**src/rtl/td4_pkg.sv**
```systemverilog
// Shared TD4 types: destination select, execution FSM states, default width.
// Latency: n/a (types and constants only).
// Backpressure: n/a.
package td4_pkg;

  localparam int TD4_W = 4;

  // Destination register select, shared with the decoder and source selector.
  typedef enum logic [1:0] {
    DST_A   = 2'b00,
    DST_B   = 2'b01,
    DST_OUT = 2'b10,
    DST_PC  = 2'b11
  } dst_e;

  // Execution control states.
  typedef enum logic [1:0] {
    ST_IDLE = 2'b00,
    ST_RUN  = 2'b01,
    ST_STEP = 2'b10
  } exec_st_e;

endpackage

```
**src/rtl/td4_regbank_if.sv**
```systemverilog
// Write-back bus between ALU/decoder side and the TD4 register bank.
// Latency: n/a (wires only).
// Backpressure: none; the bank commits whenever exec is high.
// Ports: master drives d/cout/ld_sel/ld_en/run/step and observes the registers;
//        slave (the bank) drives ra/rb/rout/pc/c_flag/exec.
interface td4_regbank_if
  import td4_pkg::*;
#(
  parameter int W = TD4_W
);
  logic [W-1:0] d;
  logic         cout;
  dst_e         ld_sel;
  logic         ld_en;
  logic         run;
  logic         step;
  logic [W-1:0] ra;
  logic [W-1:0] rb;
  logic [W-1:0] rout;
  logic [W-1:0] pc;
  logic         c_flag;
  logic         exec;

  modport master (
    output d, cout, ld_sel, ld_en, run, step,
    input  ra, rb, rout, pc, c_flag, exec
  );

  modport slave (
    input  d, cout, ld_sel, ld_en, run, step,
    output ra, rb, rout, pc, c_flag, exec
  );
endinterface

```
**src/rtl/td4_step_ctrl.sv**
```systemverilog
// Run / single-step execution control FSM (IDLE, RUN, STEP).
// Latency: exec rises the cycle after IDLE samples run or step; STEP lasts one cycle.
// Backpressure: none; step pulses arriving in RUN or STEP are dropped.
// Ports: clk, rst_n (async active-low), run (level), step (pulse) -> exec.
module td4_step_ctrl
  import td4_pkg::*;
(
  input  logic clk,
  input  logic rst_n,
  input  logic run,
  input  logic step,
  output logic exec
);

  exec_st_e state_q, state_d;

  always_ff @(posedge clk or negedge rst_n) begin
    if (!rst_n) begin
      state_q <= ST_IDLE;
    end else begin
      state_q <= state_d;
    end
  end

  always_comb begin
    state_d = state_q;
    case (state_q)
      ST_IDLE: begin
        // run has priority over step when both are present.
        if (run)       state_d = ST_RUN;
        else if (step) state_d = ST_STEP;
      end
      ST_RUN:  if (!run) state_d = ST_IDLE;
      ST_STEP: state_d = ST_IDLE;
      default: state_d = ST_IDLE;
    endcase
  end

  always_comb begin
    exec = (state_q == ST_RUN) || (state_q == ST_STEP);
  end

endmodule

```
**src/rtl/td4_regbank.sv**
```systemverilog
// TD4 register bank: A, B, OUT, PC and carry flag, written from the ALU result.
// Latency: a commit at edge n is visible on the outputs in cycle n+1 (no bypass).
// Backpressure: none; all state holds while exec is low.
// Ports: clk, rst_n (async active-low), bus (slave modport of td4_regbank_if).
module td4_regbank
  import td4_pkg::*;
#(
  parameter int           W      = TD4_W,
  parameter logic [W-1:0] PC_RST = '0
) (
  input  logic         clk,
  input  logic         rst_n,
  td4_regbank_if.slave bus
);

  logic         exec;
  logic [W-1:0] ra_q, ra_d;
  logic [W-1:0] rb_q, rb_d;
  logic [W-1:0] rout_q, rout_d;
  logic [W-1:0] pc_q, pc_d;
  logic         c_flag_q, c_flag_d;

  td4_step_ctrl u_step_ctrl (
    .clk   (clk),
    .rst_n (rst_n),
    .run   (bus.run),
    .step  (bus.step),
    .exec  (exec)
  );

  always_comb begin
    ra_d     = ra_q;
    rb_d     = rb_q;
    rout_d   = rout_q;
    pc_d     = pc_q;
    c_flag_d = c_flag_q;
    if (exec) begin
      // Carry follows the ALU on every commit, even when nothing is loaded.
      c_flag_d = bus.cout;
      // Default sequential fetch; wraps naturally at 2^W.
      pc_d     = pc_q + W'(1);
      if (bus.ld_en) begin
        case (bus.ld_sel)
          DST_A:   ra_d   = bus.d;
          DST_B:   rb_d   = bus.d;
          DST_OUT: rout_d = bus.d;
          DST_PC:  pc_d   = bus.d;
          default: ;
        endcase
      end
    end
  end

  always_ff @(posedge clk or negedge rst_n) begin
    if (!rst_n) begin
      ra_q     <= '0;
      rb_q     <= '0;
      rout_q   <= '0;
      pc_q     <= PC_RST;
      c_flag_q <= 1'b0;
    end else begin
      ra_q     <= ra_d;
      rb_q     <= rb_d;
      rout_q   <= rout_d;
      pc_q     <= pc_d;
      c_flag_q <= c_flag_d;
    end
  end

  assign bus.ra     = ra_q;
  assign bus.rb     = rb_q;
  assign bus.rout   = rout_q;
  assign bus.pc     = pc_q;
  assign bus.c_flag = c_flag_q;
  assign bus.exec   = exec;

endmodule

```
**src/flat_wrapper.sv**
```systemverilog
// flat-port wrapper written by rule: the top's interface ports become plain ports
module td4_regbank_flat import td4_pkg::*;
#(
  parameter int           W      = TD4_W,
  parameter logic [W-1:0] PC_RST = '0
)
  (clk, rst_n, bus_d, bus_cout, bus_ld_sel, bus_ld_en, bus_run, bus_step, bus_ra, bus_rb, bus_rout, bus_pc, bus_c_flag, bus_exec);
  td4_regbank_if #(.W(W)) bus_i ();
  input  logic clk;
  input  logic rst_n;
  input wire logic [$bits(bus_i.d)-1:0] bus_d;
  input wire logic [$bits(bus_i.cout)-1:0] bus_cout;
  input wire logic [$bits(bus_i.ld_sel)-1:0] bus_ld_sel;
  input wire logic [$bits(bus_i.ld_en)-1:0] bus_ld_en;
  input wire logic [$bits(bus_i.run)-1:0] bus_run;
  input wire logic [$bits(bus_i.step)-1:0] bus_step;
  output wire logic [$bits(bus_i.ra)-1:0] bus_ra;
  output wire logic [$bits(bus_i.rb)-1:0] bus_rb;
  output wire logic [$bits(bus_i.rout)-1:0] bus_rout;
  output wire logic [$bits(bus_i.pc)-1:0] bus_pc;
  output wire logic [$bits(bus_i.c_flag)-1:0] bus_c_flag;
  output wire logic [$bits(bus_i.exec)-1:0] bus_exec;
  assign bus_i.d = bus_d;
  assign bus_i.cout = bus_cout;
  assign bus_i.ld_sel = bus_ld_sel;
  assign bus_i.ld_en = bus_ld_en;
  assign bus_i.run = bus_run;
  assign bus_i.step = bus_step;
  assign bus_ra = bus_i.ra;
  assign bus_rb = bus_i.rb;
  assign bus_rout = bus_i.rout;
  assign bus_pc = bus_i.pc;
  assign bus_c_flag = bus_i.c_flag;
  assign bus_exec = bus_i.exec;
  td4_regbank #(.W(W), .PC_RST(PC_RST)) u_core (.clk(clk), .rst_n(rst_n), .bus(bus_i));
endmodule
```
**config.mk**
```make
export PLATFORM = sky130hd
export DESIGN_NAME = td4_regbank_flat
export DESIGN_NICKNAME = d
export VERILOG_FILES = /design/src/rtl/td4_pkg.sv /design/src/rtl/td4_regbank_if.sv /design/src/rtl/td4_step_ctrl.sv /design/src/rtl/td4_regbank.sv /design/src/flat_wrapper.sv
export SDC_FILE = /design/constraint.sdc
export NUM_CORES = 1
export LEC_CHECK = 0
export CORE_MARGIN = 3
export CORE_UTILIZATION = 25
export DETAILED_ROUTE_END_ITERATION = 7
export PLACE_DENSITY_LB_ADDON = 0.12
export REMOVE_ABC_BUFFERS = 1
export SLEW_MARGIN = 20
export SYNTH_ARGS = -nofsm -noshare
export SYNTH_HDL_FRONTEND = slang
export SYNTH_SLANG_ARGS = --single-unit
```
**constraint.sdc**
```tcl
create_clock -name clk -period 4.7 [get_ports clk]
set_clock_uncertainty 0.05 [all_clocks]
set_input_delay 0.705 -clock clk [delete_from_list [all_inputs] [get_ports clk]]
set_output_delay 0.705 -clock clk [all_outputs]
set_load 0.02 [all_outputs]
```
==> impl_metrics.toml <==
[clock_network]
tritoncts_clock_tree = "done"
cts-htree-levels = 1
cts_resized = 0
tritoncts.num_buffers = 3
cts_num_sinks = 19
ctsHoldBuffers = 0
post_cts_buffers = 0
worst_skew_pair.late_latency_ns = 0.29
clk_pin_slew_ns = 0.11
root_buffer_selected_by_cts = "sky130_fd_sc_hd__clkbuf_4"
clockBufferDepth = 2

[setup_path]
crit_path_max_fanout = 14
worst_setup_path_start_kind = "register"
setup.worst_path.end_class = "primary output"
cpLargestDelayFamily = "buffers and inverters"
critical_path.slowest_cell = "sky130_fd_sc_hd__clkdlybuf4s50_1"
critPathBufInv = 2
worstPathRequired_ns = 3.94
r2r_slack_ns = 2.82
critical_path.cell_chain = "inv_1 -> ha_1 -> clkdlybuf4s50_1"
criticalPathCategory = "register to primary output"
arrival_ns = 1.94
crit_path_max_incr_delay_ns = 0.69

[cells_and_area]
multi_input_area_um2 = 382
fillCellCount = 345
nets = 116
diodes = 0
commonest_non_fill_non_tap_cells_in_the_layout = "sky130_fd_sc_hd__clkdlybuf4s50_1, sky130_fd_sc_hd__dfrtp_1, sky130_fd_sc_hd__mux2_2"
layout.cells.most_common = "sky130_fd_sc_hd__clkdlybuf4s50_1"
finalInstanceArea_um2 = 1240
layout_cells_sized_above_1 = 0.190
synthToLayoutAreaGrowth_pct = 41.8
regArea_um2 = 475

[routing]
postRouteWirelength_um = 1960
drtIter0Drc = 29
antenna_violating_nets_remaining = 0
vias = 655
router_iterations_before_antenna_repair = 4
vias_per_cell = 4.55
drc_violations = 0
wl_per_cell_um = 13.6

[die]
top_level_ports = 30
placementRows = 20
fp.dieW_um = 65.2
die_ht_um = 65.2
coreArea_um2 = 3200
initial_utilization = 0.274
die_area_um2 = 4250

[logic_synthesis]
yosysUniqueCellTypes = 23
yosys.area_share.xor_xnor = 0
syn-instance-count = 68
synth_adder_area_share = 0.0428
syn-mean-instance-area_um2 = 12.9
synth_top_family_by_area = "multiplexers"
mappedNetlistArea_um2 = 877
synth.yosys.warnings = 0
synth-compound-area-share = 0.0870
synth.ff_latch_count = 19
synthMuxAreaShare = 0.201
ys_seq_area_frac = 0.542
yosys.area_share.simple = 0.104

[place]
routability_congestion_estimate = 0.664
placedInstanceArea_um2 = 1220
dp_hpwl_um = 1480
io_buffers = 29

[grt]
grt_max_degree = 20
grt_residual_overflow = 0
wire_length_of_the_first_global_routing_pass_um = 3420
first_global_vias = 724
groute.usage.overall = 0.105
number_of_antenna_violations_at_the_first_check_in_global_routing = 0

[timing]
final_hold_viol_count = 0
setup_tns_ns = 0
setup_viols_final = 0
final_min_period_over_clock_period = 0.573
max_freq_ghz = 0.371
max_slew.worst_pin.slew_ns = 0.884
slew-limit-headroom = 0.409
timing.final.max_slew_violations = 0
period_needed_ns = 2.70
rsz_0062_raised_after_global_routing = "no"

[worst_hold_path]
worst_hold_path_type = "register to register"

[power]
report.power.total_mw = 0.848
irDropWorstVdd_mv = 0.229
pwr_density_cell_nw_per_um2 = 682
total_leakage_power_nw = 0.524

[run]
maxCapViolations = 0

[outcome]
outcome = "completed"
-- kinds of logic after synthesis --
kind of cell	count (synthesis)
AOI/OAI and AO/OA	11
adders and majority gates	3
buffers and inverters	5
DFF	19
muxes	16
and+or+nand+nor	14
-- flip-flops by register name, indices dropped and copies added (netlist names) --
signal	count
u_core.bus.c_flag	1
u_core.bus.pc	4
u_core.bus.ra	4
u_core.bus.rb	4
u_core.bus.rout	4
u_core.u_step_ctrl.state_q	2
-- power by group --
group | internal (mW) | switching [mW]
sequential | 0.244 | 0.0509
clock | 0.0330 | 0.0483
combinational | 0.245 | 0.227
-- area by class of cell --
class,count,share of cell area
clock buffer,4,0.0211
inverter,4,0.0121
multi-input combinational,44,0.307
sequential,19,0.382
tap,44,0.0443
timing repair buffer,29,0.233
-- through the flow --
stage	hold slack (ns)	cells	worst slack [ns]	utilization
6_report	0.462	144	2.00	0.388
4_1_cts	0.467	144	1.98	0.388
3_5_place_dp	0.441	140	2.33	0.380
5_1_grt	0.484	144	1.87	0.388
2_1_floorplan	0.359	67	2.90	-
3_3_place_gp	0.433	140	2.35	0.380
-- metal layers --
metal	GRT usage	share of wire	routed length, um	up-vias
met5	0	0	0	-
met4	0.0466	0.0092	18	0
met3	0.0154	0.040	79	2
met2	0.176	0.49	957	15
met1	0.133	0.46	908	320
li1	-	-	-	318
-- worst paths after layout --
kind | start | endpoint | cells after the start
max | u_core.u_step_ctrl.state_q[0] | bus_exec | 3
min | u_core.bus.rb[0] | u_core.bus.rb[0] | 1
max reg2reg | u_core.u_step_ctrl.state_q[0] | u_core.bus.ra[2] | 5
min reg2reg | u_core.bus.rb[0] | u_core.bus.rb[0] | 1
max in group asynchronous | rst_n | u_core.bus.rb[3] | 1
min in group asynchronous | rst_n | u_core.bus.pc[0] | 1
-- synth_stat cells --
| cell | number | area, um^2 |
|---|---|---|
| sky130_fd_sc_hd__o2bb2ai_1 | 1 | 8.76 |
| sky130_fd_sc_hd__nand3b_1 | 1 | 7.51 |
| sky130_fd_sc_hd__ha_1 | 3 | 37.5 |
| sky130_fd_sc_hd__a2bb2oi_1 | 1 | 8.76 |
| sky130_fd_sc_hd__nand2_1 | 5 | 18.8 |
| sky130_fd_sc_hd__inv_1 | 4 | 15.0 |
| sky130_fd_sc_hd__nor3_4 | 1 | 16.3 |
| sky130_fd_sc_hd__buf_2 | 1 | 5.00 |
| sky130_fd_sc_hd__mux2i_1 | 3 | 30.0 |
| sky130_fd_sc_hd__nor2_1 | 1 | 3.75 |
| sky130_fd_sc_hd__nand2b_1 | 1 | 6.26 |
| sky130_fd_sc_hd__a21oi_1 | 3 | 15.0 |
| sky130_fd_sc_hd__nand4b_1 | 2 | 17.5 |
| sky130_fd_sc_hd__nand3_2 | 1 | 10.0 |
| sky130_fd_sc_hd__a31o_2 | 1 | 8.76 |
| sky130_fd_sc_hd__nand3_1 | 1 | 5.00 |
| sky130_fd_sc_hd__nand4_1 | 1 | 6.26 |
| sky130_fd_sc_hd__dfrtp_1 | 19 | 475 |
| sky130_fd_sc_hd__o21ai_0 | 2 | 10.0 |
| sky130_fd_sc_hd__o211ai_1 | 1 | 7.51 |
| sky130_fd_sc_hd__mux2_2 | 13 | 146 |
| sky130_fd_sc_hd__a21boi_0 | 1 | 7.51 |
| sky130_fd_sc_hd__a32o_1 | 1 | 10.0 |
No activity file was read; power rests on OpenSTA's default activity.
